**config.mk**
```make
export PLATFORM = sky130hd
export DESIGN_NAME = shift_arbiter
export DESIGN_NICKNAME = d
export VERILOG_FILES = /design/src/rtl/shift_arbiter.sv
export SDC_FILE = /design/constraint.sdc
export NUM_CORES = 1
export LEC_CHECK = 0
export CAP_MARGIN = 30
export CELL_PAD_IN_SITES_DETAIL_PLACEMENT = 1
export CELL_PAD_IN_SITES_GLOBAL_PLACEMENT = 1
export CORE_ASPECT_RATIO = 0.7
export CORE_MARGIN = 4
export CORE_UTILIZATION = 44
export DETAILED_ROUTE_END_ITERATION = 8
export HOLD_SLACK_MARGIN = 0.12
export PLACE_DENSITY = 0.87
export SYNTH_ARGS = -nofsm -noshare
export SYNTH_HDL_FRONTEND = slang
export SYNTH_SLANG_ARGS = --single-unit
```
**constraint.sdc**
```tcl
create_clock -name clk -period 5.4 [get_ports clk]
set_input_delay 1.62 -clock clk [delete_from_list [all_inputs] [get_ports clk]]
set_output_delay 1.62 -clock clk [all_outputs]
set_load 0.02 [all_outputs]
```
**src/rtl/shift_arbiter.sv**
```systemverilog
// Two-port round-robin arbiter in front of a shared barrel shifter. One request
// is granted per cycle and its result is held in a single-entry output register.
module shift_arbiter #(
    parameter int OPERAND_WIDTH  = 16,
    parameter int SHAMT_WIDTH    = 4,
    parameter int NUM_OPERATIONS = 2
) (
    input  logic                      clk,
    input  logic                      rst,
    input  logic                      req0_valid,
    input  logic [OPERAND_WIDTH-1:0]  req0_in,
    input  logic [SHAMT_WIDTH-1:0]    req0_shamt,
    input  logic [NUM_OPERATIONS-1:0] req0_oper,
    output logic                      req0_ready,
    input  logic                      req1_valid,
    input  logic [OPERAND_WIDTH-1:0]  req1_in,
    input  logic [SHAMT_WIDTH-1:0]    req1_shamt,
    input  logic [NUM_OPERATIONS-1:0] req1_oper,
    output logic                      req1_ready,
    output logic                      res_valid,
    output logic [OPERAND_WIDTH-1:0]  res_data,
    output logic                      res_id,
    input  logic                      res_ready
);
    localparam int W = OPERAND_WIDTH;

    logic         r_res_valid;
    logic [W-1:0] r_res_data;
    logic         r_res_id;
    logic         r_prio;

    logic                      w_can_accept;
    logic                      w_grant0;
    logic                      w_grant1;
    logic [W-1:0]              w_sel_in;
    logic [SHAMT_WIDTH-1:0]    w_sel_shamt;
    logic [NUM_OPERATIONS-1:0] w_sel_oper;
    logic                      w_right;
    logic                      w_logical;
    logic [W-1:0]              w_rev_in;
    logic [W-1:0]              w_rev_out;
    logic [W-1:0]              w_stage [0:SHAMT_WIDTH];
    logic [W-1:0]              w_shift_out;

    always_comb begin
        w_can_accept = !r_res_valid || res_ready;
        w_grant0     = 1'b0;
        w_grant1     = 1'b0;
        if (!rst && w_can_accept) begin
            w_grant0 = req0_valid && (!req1_valid || !r_prio);
            w_grant1 = req1_valid && (!req0_valid ||  r_prio);
        end
    end

    assign w_sel_in    = w_grant1 ? req1_in    : req0_in;
    assign w_sel_shamt = w_grant1 ? req1_shamt : req0_shamt;
    assign w_sel_oper  = w_grant1 ? req1_oper  : req0_oper;
    assign w_right     = w_sel_oper[1];
    assign w_logical   = w_sel_oper[0];

    // Right-hand ops reuse the left shifter by bit-reversing before and after.
    genvar gi;
    generate
        for (gi = 0; gi < W; gi++) begin : g_rev
            assign w_rev_in[gi]  = w_sel_in[W-1-gi];
            assign w_rev_out[gi] = w_stage[SHAMT_WIDTH][W-1-gi];
        end
    endgenerate

    assign w_stage[0] = w_right ? w_rev_in : w_sel_in;

    // Log-depth left shifter: stage gi moves by 2**gi; rotates wrap modulo W.
    generate
        for (gi = 0; gi < SHAMT_WIDTH; gi++) begin : g_stage
            localparam int STEP  = 2 ** gi;
            localparam int ROT_K = STEP % W;
            logic [W-1:0] w_rot;
            logic [W-1:0] w_sll;
            if (ROT_K == 0) begin : g_rot_id
                assign w_rot = w_stage[gi];
            end else begin : g_rot
                assign w_rot = {w_stage[gi][W-1-ROT_K:0], w_stage[gi][W-1:W-ROT_K]};
            end
            if (STEP >= W) begin : g_sll_zero
                assign w_sll = '0;
            end else begin : g_sll
                assign w_sll = {w_stage[gi][W-1-STEP:0], {STEP{1'b0}}};
            end
            assign w_stage[gi+1] = !w_sel_shamt[gi] ? w_stage[gi]
                                 : (w_logical ? w_sll : w_rot);
        end
    endgenerate

    assign w_shift_out = w_right ? w_rev_out : w_stage[SHAMT_WIDTH];

    always_ff @(posedge clk) begin
        if (rst) begin
            r_res_valid <= 1'b0;
            r_res_data  <= '0;
            r_res_id    <= 1'b0;
            r_prio      <= 1'b0;
        end else if (w_grant0 || w_grant1) begin
            r_res_valid <= 1'b1;
            r_res_data  <= w_shift_out;
            r_res_id    <= w_grant1;
            r_prio      <= !w_grant1;
        end else if (res_ready) begin
            // Drain with nothing to refill: data/id keep their last value.
            r_res_valid <= 1'b0;
        end
    end

    assign req0_ready = w_grant0;
    assign req1_ready = w_grant1;
    assign res_valid  = r_res_valid;
    assign res_data   = r_res_data;
    assign res_id     = r_res_id;

endmodule

```
# Word level (Yosys, flattened, before mapping)
# Index checks and enable logic that the tools add are counted.
[word_totals] input_bits=49 reg_bits=19 out_inout_bits=20 wordCells=35
[op_classes] mux=17 n_reduce_logical=14
[op_table] cell="2-to-1 mux 16 bit" count=7
[op_table] cell="2-to-1 mux 4 bit" count=2
[op_table] cell="2-to-1 mux 8 bit" count=1
[op_table] cell="logical NOT 1 bit" count=6
[op_table] cell="2-to-1 mux 1 bit" count=5
[op_table] cell="logical OR 1 bit" count=4
[op_table] cell="2-to-1 mux 2 bit" count=2
[op_table] cell="logical AND 1 bit" count=3
[op_table] cell="nonzero test 2 bit" count=1

# Logic depth before layout (Yosys ltp)
# Gate-level depths: netlist (run 1).
[logic_depth] ltp_word=15 ltp_mapped=10 mapped_depth_nobuf=8

# Least setup slack after synthesis (run 1)
# OpenSTA, ideal clock, no wires.
[synth_path] path_kind="in2out" from="input port req0_valid" to="output port req1_ready" n_path_buf=2 t_required_ns=3.780 stages=5 arrival_time_ns=2.618 setup_slack_ns=1.162 path_cell_list="nor2b_1 or4b_4 inv_2 buf_6 buf_4"
[synth_between] elab_chain_len=4
[synth_lines] element="from (decl)" line="10" rtl="input logic req0_valid,"
[synth_lines] element="logical NOT 1 bit" line="51" rtl="w_grant1 = req1_valid && (!req0_valid || r_prio);"
[synth_lines] element="logical OR 1 bit" line="51"
[synth_lines] element="logical AND 1 bit" line="51"
[synth_lines] element="2-to-1 mux 1 bit" line="49" rtl="if (!rst && w_can_accept) begin"
[synth_lines] element="to (decl)" line="19" rtl="output logic req1_ready,"
# No other way between the ends.

# Final worst setup path (run 1)
# Same ends and word-level chain as after synthesis.

==> metrics.cfg, run 1 <==
[power_and_ir_drop]
p_sw_share_pct = 40.38
p_clk_share_pct = 14.8
ir_drop_mv = 0.1295
p_comb_share_pct = 60.6
seqPwrFrac_pct = 24.6
p_sw_uw = 284.3
p_per_area_nw_per_um2 = 175.2
leakage_nw = 1.482
p_int_uw = 419.8

[sta]
fmax_ghz = 0.1983
hold_viol = 0
skew_ns = 0.009742
fin_ws_ns = 0.3571
holdWs_ns = 0.4741
drv_slew = 0
tightestPinTransition_ns = 0.8940
rsz0062_at_grt = false
period_minus_slack_ns = 5.043
setup-tns-final_ns = 0
slew_headroom_pct = 40.21
setup_violations = 0
post-route-period-util_pct = 93.39

[synthesis]
ys_warn_count = 0
synth_seq_area_share_pct = 11.71
postSynth.asyncResetShare_pct = 0
synth_cells = 325
synth_edf_count = 0
synth-seq-cells = 19
syn_nets = 374
syn-cell-area_um2 = 3247
ys.flop_type = dfxtp_1
syn_area_per_cell_um2 = 9.990
ys_types = 53

[routing]
wl_per_cell_um = 23.43
viasPerCell = 6.793
antenna_left = 0
dr.pass1.iters = 4
dr_total_vias = 3220
wirelength_um = 11100
dr.first_iter.drc_count = 233
remaining_drc_errors = 0

[clocking]
htree_num_levels = 1
cts_setup_buffers = 0
clock_path_buffers = 2
cts_resized = 0
cts_hold_buf = 0
clkLatencyLatePin_ns = 0.26
clock_tree.root_cell = clkbuf_8
cts_sinks = 19
cts_tree = built
clkTransAtPathRegs_ns = 0.08
numCtsBuffers = 3

[grt]
grt_pass1_wl_um = 18160
track_usage_pct = 25.11
grt_max_degree = 35
antenna_found_initial = 0
grt_overflow = 0
first_global_vias = 3264

[worst_hold_path]
min-delay-start = res_data[6]$_SDFFE_PP0P_
hold_path_depth = 2
hp-class = register to register
whs_endpoint = res_data[6]$_SDFFE_PP0P_

[layout]
layout_common_cells = clkdlybuf4s50_1, mux2i_1, mux4_2
num_antenna_cells = 0
final_common_cell = clkdlybuf4s50_1
final_layout_size_suffix_gt1_share_pct = 22.37
fill_cells = 786
syn_to_final_growth_pct = 23.78
nets = 430

[critical_path]
slowest_delay_ns = 0.60
r2r_cells = 9
start_kind = input port
crit_type = input port to primary output
path_cells = clkdlybuf4s50_1 -> nor2b_1 -> or4b_4 -> inv_2 -> clkdlybuf4s50_1
r2r-start = res_valid$_SDFFE_PP0P_
reg2reg_slack_ns = 2.49
crit_top_cell = clkdlybuf4s50_1
worst-path-buf-inv = 3
r2r-end = res_data[7]$_SDFFE_PP0P_
cp.arrival_ns = 3.42
endpoint_kind = primary output
worstPathRequired_ns = 3.78
slowest_stage = clkdlybuf4s50_1
crit_family = buffers and inverters
crit_fanout = 3

[die]
die_w_um = 110.7
fp.dieArea_um2 = 8840
die_height_um = 79.87
core-area_um2 = 6944
core.rowCount = 25
pin_count = 69
initial_core_util_pct = 46.76

[placement]
dp_hpwl_um = 8444
place_ws_ns = 0.3759
io_buffer_count = 68
gp_congestion = 0.8720

[run]
maxCapViolCount = 0

[outcome]
status = complete, no violations

synth_stat cells, drive strengths merged, types with 3 or more instances:
cell type	n	area share (%)
a21oi	7	1.1
a221o	6	1.8
a22oi	4	0.92
buf	27	5.2
clkbuf	5	0.58
dfxtp	19	12
inv	4	0.46
mux2	14	4.9
mux2i	51	16
mux4	43	30
nand2	26	3.0
nand2b	4	0.77
nand3	8	1.2
nand4	3	0.58
nor2	14	1.6
nor2b	5	0.96
nor3	9	1.4
o2111ai	3	0.81
o211ai	9	2.1
o21ai	11	1.7
o221ai	3	0.81
o22a	4	1.1
o22ai	7	1.3
or3	7	1.3
worst min-delay path, stage by stage, from the launching register on:
cell	delay, ns
dfxtp_1	0.33
nand2_1	0.05
o221ai_1	0.06
through the flow:
stage          instance area (um2)  cells  power, mW  util, %
2_1_floorplan                 3247    325     0.4393        -
3_3_place_gp                  3970    470     0.5789    57.17
3_5_place_dp                  3970    470     0.5948    57.17
4_1_cts                       4019    474     0.7024    57.87
5_1_grt                       4019    474     0.7470    57.87
6_report                      4019    474     0.7041    57.87
flip-flops by register name, summed over array words and instances, names as in the netlist:
register	flops
r_prio	1
res_data	16
res_id	1
res_valid	1
power by group through the flow:
| stage | Clock, mW | Sequential (mW) | Combinational [mW] |
|---|---|---|---|
| final | 0.104 | 0.173 | 0.427 |
| after floorplan | 0 | 0.199 | 0.240 |
| after CTS | 0.106 | 0.173 | 0.423 |
| after detailed placement | 0 | 0.176 | 0.419 |
| after global routing | 0.114 | 0.176 | 0.457 |
| after global placement | 0 | 0.175 | 0.404 |
layout make-up:
class	instances	area [um2]	share of cell area (%)
flip-flops and latches	19	380.4	9.465
clock buffers	3	41.29	1.027
repair buffers	83	793.3	19.74
multi-input cells	269	2660	66.19
clock inverters	1	7.507	0.1868
well taps	94	117.6	2.927
inverters	5	18.77	0.4670
routing by layer:
layer	GRT usage, %	vias up	wire length [um]
li1	-	1437	-
met1	37.52	1614	5209
met2	38.62	163	4924
met3	5.227	6	897
met4	2.460	0	73
met5	0	-	0
cell families after synthesis:
| family | synth area share, % |
|---|---|
| compound gates | 16.46 |
| flops | 11.71 |
| mux | 51.18 |
| xor+xnor | 0.5396 |
| simple gates | 13.76 |
| buf+inv | 6.358 |
worst max-delay path by stage:
stage / startpoint / end / slack [ns] / cells after the start
6_report: req0_valid / req1_ready / 0.36 / 5
5_1_grt: req0_valid / req1_ready / 0.32 / 5
4_1_cts: req0_valid / req1_ready / 0.36 / 5
3_5_place_dp: req0_valid / req1_ready / 0.38 / 5
3_3_place_gp: req0_valid / req1_ready / 0.39 / 5
2_1_floorplan: req0_valid / req1_ready / 1.16 / 5
No activity file was read; power rests on OpenSTA's default activity.
==> inputs of run 2 (changes only) <==
==> constraint.sdc (replaced) <==
create_clock -name clk -period 5.4 [get_ports clk]
set_input_delay 1.62 -clock clk [delete_from_list [all_inputs] [get_ports clk]]
set_output_delay 1.62 -clock clk [all_outputs]
set_load 0.1 [all_outputs]
==> run 2 against run 1 <==
Compared with the run above: sequential power is essentially flat; clock-buffer cell count increased by 1; routed wire length about the same; combinational power up 30%; power up 17%; critical endpoint unchanged; largest power group unchanged.
==> metrics.cfg, run 2 (synthesis gave the netlist of run 1 again) <==
[outcome]
status = complete, no violations

[placement]
io_buffer_count = 68  ; unchanged
gp_congestion = 0.8681  ; -0.45%
dp_cells = 471  ; +0.21%
dp_hpwl_um = 8597  ; +1.8%
place_ws_ns = 0.6871  ; +0.3112 ns

[grt]
grt_max_degree = 33  ; -5.7%
first_global_vias = 3229  ; -1.1%
grt-busiest-layer = met2
use_met2_pct = 39.65  ; +1.0 points
use_met1_pct = 37.53  ; about the same
grt_pass1_wl_um = 18180  ; +0.12%
antenna_found_initial = 0  ; unchanged
grt_overflow = 0  ; unchanged
globalRouteMet3Util_pct = 4.318  ; -0.91 points
track_usage_pct = 25.30  ; +0.19 points

[power_and_ir_drop]
ir_drop_mv = 0.1366  ; +5.5%
finalPower_uw = 827.0  ; +17%
p_per_area_nw_per_um2 = 205.2  ; +17%
leakage_nw = 1.494  ; +0.84%

[critical_path]
r2r-start = res_valid$_SDFFE_PP0P_
slowest_delay_ns = 0.52  ; -0.08 ns
slowest_stage = or4b_4
crit_family = buffers and inverters
cp.arrival_ns = 3.04  ; -0.38 ns
r2r_cells = 10  ; +1
reg2reg_slack_ns = 2.35  ; -0.14 ns
start_kind = input port
crit_fanout = 3  ; unchanged
path_cells = clkdlybuf4s50_1 -> nor2b_1 -> or4b_4 -> inv_2 -> buf_12
crit_type = input port to primary output
endpoint_kind = primary output
worst-path-buf-inv = 3  ; unchanged
r2r-end = res_data[3]$_SDFFE_PP0P_
worstPathRequired_ns = 3.78  ; about the same

[layout]
largest_reg_flops = 16  ; unchanged
nets = 431  ; +0.23%
final_layout_size_suffix_gt1_share_pct = 22.83  ; +0.47 points
fin_cells = 475  ; +0.21%
final_common_cell = clkdlybuf4s50_1
num_antenna_cells = 0  ; unchanged
fill_cells = 805  ; +2.4%
layout_common_cells = clkdlybuf4s50_1, mux2i_1, mux4_2
syn_to_final_growth_pct = 24.12

[clocking]
htree_num_levels = 1  ; unchanged
clkLatencyLatePin_ns = 0.26  ; about the same
cts_hold_buf = 0  ; unchanged
cts_sinks = 19  ; unchanged
clkTransAtPathRegs_ns = 0.06  ; -0.02 ns
cts_setup_buffers = 0  ; unchanged
numCtsBuffers = 3  ; unchanged
cts_tree = built
clock_path_buffers = 2  ; unchanged
cts_resized = 0  ; unchanged
clock_tree.root_cell = clkbuf_8

[die]
pin_count = 69  ; unchanged
initial_core_util_pct = 46.76  ; unchanged
core.rowCount = 25  ; unchanged
fp.dieArea_um2 = 8840  ; unchanged
core-area_um2 = 6944  ; unchanged
die_w_um = 110.7  ; unchanged
die_height_um = 79.87  ; unchanged

[sta]
skew_ns = 0.005704  ; -0.004038 ns
fmax_ghz = 0.2148  ; +8.3%
fin_ws_ns = 0.7449  ; +0.3878 ns
setup_violations = 0  ; unchanged
period_minus_slack_ns = 4.655  ; -0.3878 ns
drv_slew = 0  ; unchanged
setup-tns-final_ns = 0  ; unchanged
post-route-period-util_pct = 86.21  ; -7.2 points
holdWs_ns = 0.4847  ; +0.01064 ns
rsz0062_at_grt = false
slew_headroom_pct = 33.61  ; -6.6 points
hold_viol = 0  ; unchanged
tightestPinTransition_ns = 0.9927  ; +0.09873 ns

[run]
maxCapViolCount = 0  ; unchanged

[worst_hold_path]
hp-class = register to register
min-delay-start = res_id$_SDFFE_PP0P_
hold_path_depth = 2  ; unchanged
whs_endpoint = res_id$_SDFFE_PP0P_

[routing]
dr.first_iter.drc_count = 242  ; +3.9%
antenna_left = 0  ; unchanged
dr_total_vias = 3244  ; +0.75%
remaining_drc_errors = 0  ; unchanged
dr.pass1.iters = 5  ; +1
wl_per_cell_um = 23.38  ; -0.18%
wirelength_um = 11110  ; about the same
viasPerCell = 6.829  ; +0.53%

==> run 2: cell types whose count changed in the layout (fill, tap and decap cells not counted), sizes merged <==
cell and delta:
buf +3, clkbuf +1, clkdlybuf4s50 -2, clkinvlp -1
==> run 2: final cells by class <==
class	count	area (um2)	share of cell area (%)
Clock buffer	4	45.04	1.118
Inverter	5	18.77	0.4657
Multi-Input combinational cell	269	2660	66.00
Sequential cell	19	380.4	9.438
Tap cell	94	117.6	2.918
Timing Repair Buffer	84	808.3	20.06
==> run 2: how the worst max path moves through the flow <==
stage / start / to / slack (ns) / depth (start not counted)
final: req0_valid / req1_ready / 0.74 / 5
after global routing: req0_valid / res_data[3]$_SDFFE_PP0P_ / 0.68 / 11
after CTS: req0_valid / req1_ready / 0.75 / 5
after detailed placement: req0_valid / res_data[3]$_SDFFE_PP0P_ / 0.69 / 11
after global placement: req0_valid / req1_ready / 0.79 / 5
after floorplan: res_ready / req0_ready / 0.94 / 3
==> run 2: metal layers <==
layer	share of wire (%)	up-vias	wire length, um
met5	0	-	0
li1	-	1445	-
met3	8.5	9	947
met1	46	1617	5136
met4	0.95	0	105
met2	44	173	4917
==> run 2: metrics by stage <==
step           cell area (um2)  utilization, %
3_5_place_dp              3985           57.39
5_1_grt                   4030           58.04
2_1_floorplan             3247               -
3_3_place_gp              3985           57.39
6_report                  4030           58.04
4_1_cts                   4030           58.04
==> run 2: worst register-to-register path, stage by stage (launching register included) <==
cell and delay (ns):
dfxtp_1 0.32, nor2b_1 0.13, or4b_4 0.55, inv_2 0.12
buf_4 0.26, mux2i_1 0.60, buf_4 0.28, nor2_1 0.06
or3_1 0.35, a21oi_1 0.18, a221o_1 0.14
==> run 2: power by group <==
part,internal [mW],switching (mW),total [mW]
clock network,0.0525,0.0458,0.0983
registers,0.161,0.0123,0.174
logic,0.207,0.348,0.555
total,0.421,0.406,0.827
